File: config.mk
export PLATFORM = sky130hd
export DESIGN_NAME = star_effect
export DESIGN_NICKNAME = d
export VERILOG_FILES = /design/src/rtl/star_effect_pkg.sv /design/src/rtl/star_rom.sv /design/src/rtl/star_effect.sv
export SDC_FILE = /design/constraint.sdc
export NUM_CORES = 1
export LEC_CHECK = 0
export CAP_MARGIN = 25
export CORE_MARGIN = 2
export CORE_UTILIZATION = 43
export CTS_CLUSTER_SIZE = 40
export DETAILED_ROUTE_END_ITERATION = 16
export DONT_BUFFER_PORTS = 1
export PLACE_DENSITY = 0.58
export SETUP_SLACK_MARGIN = 0.05
export SLEW_MARGIN = 5
export SYNTH_ARGS = -nofsm -noshare
export SYNTH_HDL_FRONTEND = slang
export SYNTH_HIERARCHICAL = 1
export SYNTH_SLANG_ARGS = --single-unit
File: constraint.sdc
create_clock -name Clk -period 9.14 [get_ports Clk]
set_clock_uncertainty 0.1 [all_clocks]
set_input_delay 0.914 -clock Clk [delete_from_list [all_inputs] [get_ports Clk]]
set_output_delay 0.914 -clock Clk [all_outputs]
set_load 0.01 [all_outputs]
File: src/rtl/star_effect_pkg.sv
// Shared game definitions for the star effect: FSM states, screen geometry,
// the palette index type, and the procedural star sprite image.
package star_effect_pkg;

    localparam int unsigned SCREEN_W = 640;
    localparam int unsigned SCREEN_H = 480;
    localparam int unsigned COORD_W  = 10;
    localparam int unsigned PAL_W    = 4;
    localparam int unsigned LIFE_W   = 8;

    typedef enum logic [1:0] {
        IDLE  = 2'd0,
        FLY   = 2'd1,
        BLINK = 2'd2
    } star_state_t;

    typedef logic [PAL_W-1:0] pal_idx_t;

    // Star sprite in the Kirby palette: 2 = core, 1 = axis rays, 3 = diagonal rays.
    function automatic pal_idx_t star_pixel(input logic [3:0] dy, input logic [3:0] dx);
        logic [2:0] cx;
        logic [2:0] cy;
        logic [3:0] r;
        cx = dx[3] ? dx[2:0] : ~dx[2:0];
        cy = dy[3] ? dy[2:0] : ~dy[2:0];
        r  = {1'b0, cx} + {1'b0, cy};
        if (r <= 4'd3)
            return pal_idx_t'(2);
        else if (cx == 3'd0 || cy == 3'd0)
            return pal_idx_t'(1);
        else if (cx == cy && cx <= 3'd4)
            return pal_idx_t'(3);
        else
            return pal_idx_t'(0);
    endfunction

endpackage

File: src/rtl/star_rom.sv
// 256x4 synchronous-read star sprite ROM addressed {dy, dx}; the read data is
// cleared when en is low so the caller can mask off-box and idle pixels.
module star_rom
    import star_effect_pkg::*;
(
    input  logic       clk,
    input  logic       rst,
    input  logic [7:0] addr,
    input  logic       en,
    output pal_idx_t   data
);

    always_ff @(posedge clk or posedge rst) begin
        if (rst)
            data <= '0;
        else if (en)
            data <= star_pixel(addr[7:4], addr[3:0]);
        else
            data <= '0;
    end

endmodule

File: src/rtl/star_effect.sv
// Star projectile effect: spawned by a pulse, steps once per video frame,
// blinks near end of life, and returns a per-pixel palette index for the mapper.
module star_effect
    import star_effect_pkg::*;
#(
    parameter int unsigned STAR_W      = 16,
    parameter int unsigned STAR_H      = 16,
    parameter int unsigned LIFE_FRAMES = 60,
    parameter int unsigned BLINK_START = 40,
    parameter int unsigned STEP_X      = 3
)
(
    input  logic               Clk,
    input  logic               Reset,
    input  logic               frame_clk,
    input  logic               spawn,
    input  logic [COORD_W-1:0] spawn_x,
    input  logic [COORD_W-1:0] spawn_y,
    input  logic               spawn_dir,
    input  logic [COORD_W-1:0] DrawX,
    input  logic [COORD_W-1:0] DrawY,
    output pal_idx_t           idx_star,
    output logic               Star_appear,
    output logic [COORD_W-1:0] star_x,
    output logic [COORD_W-1:0] star_y,
    output logic               busy
);

    star_state_t        state;
    logic [LIFE_W-1:0]  life_cnt;
    logic               dir;
    logic [2:0]         fsync;
    logic               tick;

    logic [LIFE_W-1:0]  life_nxt;
    logic [COORD_W-1:0] x_step;
    logic               off_edge;
    logic               vis;
    logic [COORD_W-1:0] dx;
    logic [COORD_W-1:0] dy;
    logic               in_box;

    // Two-flop synchroniser plus one edge-history flop for the vsync level.
    always_ff @(posedge Clk or posedge Reset) begin
        if (Reset)
            fsync <= '0;
        else
            fsync <= {fsync[1:0], frame_clk};
    end

    assign tick = fsync[1] & ~fsync[2];

    // Per-frame step candidates; leaving the visible area ends the effect.
    always_comb begin
        life_nxt = life_cnt + LIFE_W'(1);
        x_step   = star_x;
        off_edge = 1'b0;
        if (dir) begin
            off_edge = (star_x < COORD_W'(STEP_X));
            x_step   = star_x - COORD_W'(STEP_X);
        end else begin
            off_edge = (({1'b0, star_x} + (COORD_W+1)'(STEP_X)) > (COORD_W+1)'(SCREEN_W - STAR_W));
            x_step   = star_x + COORD_W'(STEP_X);
        end
    end

    // Lifetime FSM; spawn overrides everything, including a coincident tick.
    always_ff @(posedge Clk or posedge Reset) begin
        if (Reset) begin
            state    <= IDLE;
            busy     <= 1'b0;
            life_cnt <= '0;
            star_x   <= '0;
            star_y   <= '0;
            dir      <= 1'b0;
        end else if (spawn) begin
            state    <= FLY;
            busy     <= 1'b1;
            life_cnt <= '0;
            star_x   <= spawn_x;
            star_y   <= spawn_y;
            dir      <= spawn_dir;
        end else if (tick && state != IDLE) begin
            life_cnt <= life_nxt;
            if (!off_edge)
                star_x <= x_step;
            if (off_edge || life_nxt == LIFE_W'(LIFE_FRAMES)) begin
                state <= IDLE;
                busy  <= 1'b0;
            end else if (state == FLY && life_nxt == LIFE_W'(BLINK_START)) begin
                state <= BLINK;
            end
        end
    end

    assign vis = (state == FLY) || (state == BLINK && !life_cnt[2]);

    always_ff @(posedge Clk or posedge Reset) begin
        if (Reset)
            Star_appear <= 1'b0;
        else
            Star_appear <= vis;
    end

    // Pixel path: box test and ROM read share the single cycle of latency.
    assign dx     = DrawX - star_x;
    assign dy     = DrawY - star_y;
    assign in_box = (dx < COORD_W'(STAR_W)) && (dy < COORD_W'(STAR_H));

    star_rom u_rom (
        .clk  (Clk),
        .rst  (Reset),
        .addr ({dy[3:0], dx[3:0]}),
        .en   (in_box && state != IDLE),
        .data (idx_star)
    );

endmodule

# Yosys cells after proc, flatten, opt, wreduce, memory -nomap -nowiden
# Cells that the tools add are included.
# totals
in_bits	45
reg_bits	40
out_inout_bits	26
word_cells	71
# classes
mux	20
n_addsub	7
n_eq_ne	6
bitwise	4
reduce_logical	19
n_lt_le_gt_ge	6
# op_table
cell	count
$mux 10	4
$lt 10x5->1 const B	2
$sub 10x10->10	2
$eq 8x6->1 const B	2
$mux 8	2
$mux 4	3
$add 10x2->11 const B	1
$gt 11x10->1 const B	1
$add 10x2->10 const B	1
$lt 10x2->1 const B	1
$mux 2	5
$sub 10x2->10 const B	1
$add 8x1->8 const B	1
$logic_and 1x1->1	6
$logic_not 3->1	2
$mux 3	2
$not 3->3	2
$reduce_and 2->1	3
$reduce_bool 2->1	3
$add 3x3->4	1
$le 4x2->1 const B	1
$mux 1	4
$eq 3x3->1	1
$le 3x3->1 const B	1
8 further kinds	10

# Longest topological paths before layout
# logic_depth
depth_word	9
mapped_depth	14
ltp_nobuf	14

# By module
# The synthesis kept the hierarchy.
# modules_own_cells
mod	n_inst	seq_area_each_um2	area_per_inst_um2	cells_each
star_effect	1	900.9	2876.5	344
star_rom	1	50.0	276.5	32

# Least setup slack after synthesis
# OpenSTA, ideal clock, no wires.
# synth_timing
path_kind	in2reg
from	input DrawY[0]
to	register u_rom.data[1]
n_path_buf	0
setup_slack_ps	5485
arrival_time_ps	3488
t_required_ps	8973
setup_time_ps	67
stages	14
path_cell_list	inv_1 ha_1 inv_1 fa_1 a21o_1 a21o_1 a211o_1 o21ai_0 nand4_1 or4_1 a2111oi_0 inv_1 nor2_1 a41o_1
# synth_via
elab_chain_cells	9
elab_cells_between_ends	16
classes_between	2 x add/sub; 2 x order compare; 1 x eq/ne; 5 x mux; 1 x bitwise; 5 x reduce/logical
# synth_lines
item	line	source
start, declared	star_effect.sv:21	input logic [COORD_W-1:0] DrawY,
$sub 10x10->10 *	star_effect.sv:107	assign dy = DrawY - star_y;
branches (longest 7 deep; another with $add 3x3->4)	-	
$mux 4 *	star_rom.sv:16	else if (en)
end signal, assigned	star_rom.sv:17	data <= star_pixel(addr[7:4], addr[3:0]);
end, declared	star_rom.sv:10	output pal_idx_t data
# Every way passes the cells marked *.
# A chain may end at the register's enable or synchronous reset.

# Worst setup path in the final report
# layout_timing
from	register star_x[0]
to	register u_rom.data[1]
# layout_via
elab_chain_cells	9
elab_cells_between_ends	17
classes_between	2 x add/sub; 3 x order compare; 1 x eq/ne; 5 x mux; 1 x bitwise; 5 x reduce/logical
# layout_lines
item	line	source
start, declared	star_effect.sv:24	output logic [COORD_W-1:0] star_x,
start signal, assigned	star_effect.sv:80	star_x <= spawn_x;
start signal, assigned	star_effect.sv:86	star_x <= x_step;
$sub 10x10->10 *	star_effect.sv:106	assign dx = DrawX - star_x;
branches (longest 7 deep; another with $add 3x3->4)	-	
$mux 4 *	star_rom.sv:16	
# Marked as above.

==> results_dict.tcl <==
set metrics [dict create \
    cp_max_fo 13 \
    timing.fmax_ghz 0.265 \
    hold_path_class "input pin to asynchronous set/reset pin" \
    cts_tree "built" \
    cts_sinks 38 \
    switching_power_uw 190 \
    std_cell_rows 31 \
    syn-mean-instance-area_sq_um 8.39 \
    cts_buffers 5 \
    synth_area_leaders "dfrtp_1, ha_1, xnor2_1, o21ai_0, inv_1" \
    h-tree-depth 2 \
    synth_warnings 6 \
    area_growth_pct 6.15 \
    critical_path.top_delay_family "compound AO/OA/AOI/OAI gates" \
    cp-end-kind "flop" \
    syn-cell-area_sq_um 3150 \
    wire_per_inst_um 15.1 \
    intPower_uw 379 \
    layout_commonest_cell "dfrtp_1" \
    fillers 731 \
    ioPinCount 71 \
    crit_top_cell "inv_1" \
    fin_crit_ps 3770 \
    insertion_delay_ps 290 \
    path_cells "ha_1, inv_1, fa_1, a21o_1, a41oi_1, o21ai_0, xnor2_1, nand3_1, or4_1, a2111oi_0, inv_1, nor2_1, a41o_1" \
    cts_setup_buffers 0 \
    dp_cells 459 \
    start_util 0.439 \
    ys_seq_area_frac 0.302 \
    vdd_ir_drop_max_mv 0.0776 \
    worst_slack_ps 5370 \
    critPathMaxStageDelay_ps 650 \
    final_hold_viol_count 0 \
    drt_iter0_drc 146 \
    outcome "completed" \
    slowest_stage "dfrtp_1" \
    hold_buffers 0 \
    crit_arrival_ps 3900 \
    min_period_over_period 0.412 \
    p_comb_frac 0.322 \
    track_usage 0.180 \
    num-nets-final 439 \
    instances_no_fill 467 \
    cts.clk_slew.worst_paths_ps 80 \
    ys_ff_latch 38 \
    drc 0 \
    setup_viol 0 \
    drive_above_1_share 0.0516 \
    pwr-share-seq 0.361 \
    core_sq_um 7180 \
    yosysUniqueCellTypes 62 \
    cts_resized 0 \
    antenna_cells 0 \
    synth-edff-count 0 \
    overflow 0 \
    grt_pass1_vias 2470 \
    grt_pass1_wl_um 11400 \
    yosysTopAreaCellShare 0.302 \
    required_ps 9270 \
    cp-start-kind "flop" \
    dpl_worst_slack_ps 5160 \
    vias_per_cell 5.56 \
    die_area_sq_um 8030 \
    critPathBufInv 2 \
    slew_headroom 0.456 \
    drv.max_cap_violation_count 0 \
    die_w_um 89.6 \
    dr.pass1.iters 4 \
    p_leak_uw 0.00142 \
    whs_ps 251 \
    async_reset_ff_frac 1.00 \
    clock_tree.root_cell "clkbuf_8" \
    switching_share 0.334 \
    synthCells 376 \
    final_cell_mix "dfrtp_1, inv_1, nand2_1" \
    ys_dominant_reg_cell "dfrtp_1" \
    maxSlewViolCount 0 \
    synth_top_cell_by_area "dfrtp_1" \
    tns_ps 0 \
    crit_type "flop to flop" \
    gp_congestion 0.873 \
    tightest_slew_ps 795 \
    post-dp-hpwl_um 5280 \
    antenna_left 0 \
    clockBufferDepth 2 \
    rsz0062_at_grt "no" \
    port_buffers 0 \
    num_vias 2596 \
    wirelength_um 7030 \
    antenna_found_initial 0 \
    grt_max_degree 53 \
    power_frac_clock 0.317 \
    die_y_um 89.6 \
    power_density_nw_per_um2 170 \
]
[state kept, by name, summed over array words and instances, names as in the netlist]
register	count
life_cnt	8
busy	1
star_x	10
star_y	10
fsync	3
dir	1
Star_appear	1
u_rom/data	2
state	2
[worst paths after layout]
kind | startpoint | endpoint | slack, ps | cells past startpoint
setup / recovery | star_x[0] | u_rom/data[1] | 5370 | 13
max in group asynchronous | Reset | life_cnt[2] | 7670 | 2
hold / removal | Reset | u_rom/data[1] | 250 | 1
min in group Clk | fsync[0] | fsync[1] | 250 | 0
hold reg to reg | fsync[0] | fsync[1] | 250 | 0
setup reg to reg | star_x[0] | u_rom/data[1] | 5370 | 13
[final cells by class]
type                    count  area (sq um)  area share
flip-flops and latches     38           951       0.284
repair buffers              2          15.0     0.00449
well taps                  99           124      0.0370
inverters                  33           124      0.0370
clock inverters             2          60.1      0.0179
multi-input cells         287          1990       0.595
clock buffers               6          82.6      0.0247
[cells in the mapped netlist, types with 5 or more instances]
cell,n
inv_1,33
nand2_1,33
nand3_1,9
dfrtp_1,38
a21o_1,10
nor2_1,31
o21ai_0,26
ha_1,25
nand4_1,5
xor2_1,13
nor3_1,11
clkbuf_1,11
and2_1,5
a21oi_1,18
xnor2_1,22
[layer usage]
layer | vias to the layer above | global-route usage | share of wire
met5 | - | 0 | 0
met4 | 0 | 0.0461 | 0.0098
met3 | 4 | 0.0311 | 0.048
met2 | 63 | 0.297 | 0.48
met1 | 1230 | 0.246 | 0.46
li1 | 1299 | - | -
[cell families after synthesis]
kind of cell,synth area share
buffers and inverters,0.0683
flip-flops,0.302
adder cells (fa/ha/maj),0.112
XOR/XNOR,0.0972
AO/OA/AOI/OAI,0.198
other,0.00119
multiplexers,0.0171
AND/OR/NAND/NOR,0.205
[power groups by stage]
stage | sequential [uW] | clock [uW] | combinational [uW]
2_1_floorplan | 195 | 0 | 168
3_3_place_gp | 209 | 0 | 181
3_5_place_dp | 209 | 0 | 183
4_1_cts | 205 | 186 | 185
5_1_grt | 208 | 194 | 209
6_report | 205 | 180 | 183
[per-stage QoR]
stage               instance area [sq um]  total power [uW]   util
finish                               3350               569  0.466
floorplan                            3160               363      -
global placement                     3200               390  0.447
CTS                                  3350               576  0.466
global route                         3350               611  0.466
detailed placement                   3200               392  0.447
Note: power is estimated with default switching activity, not from simulation.
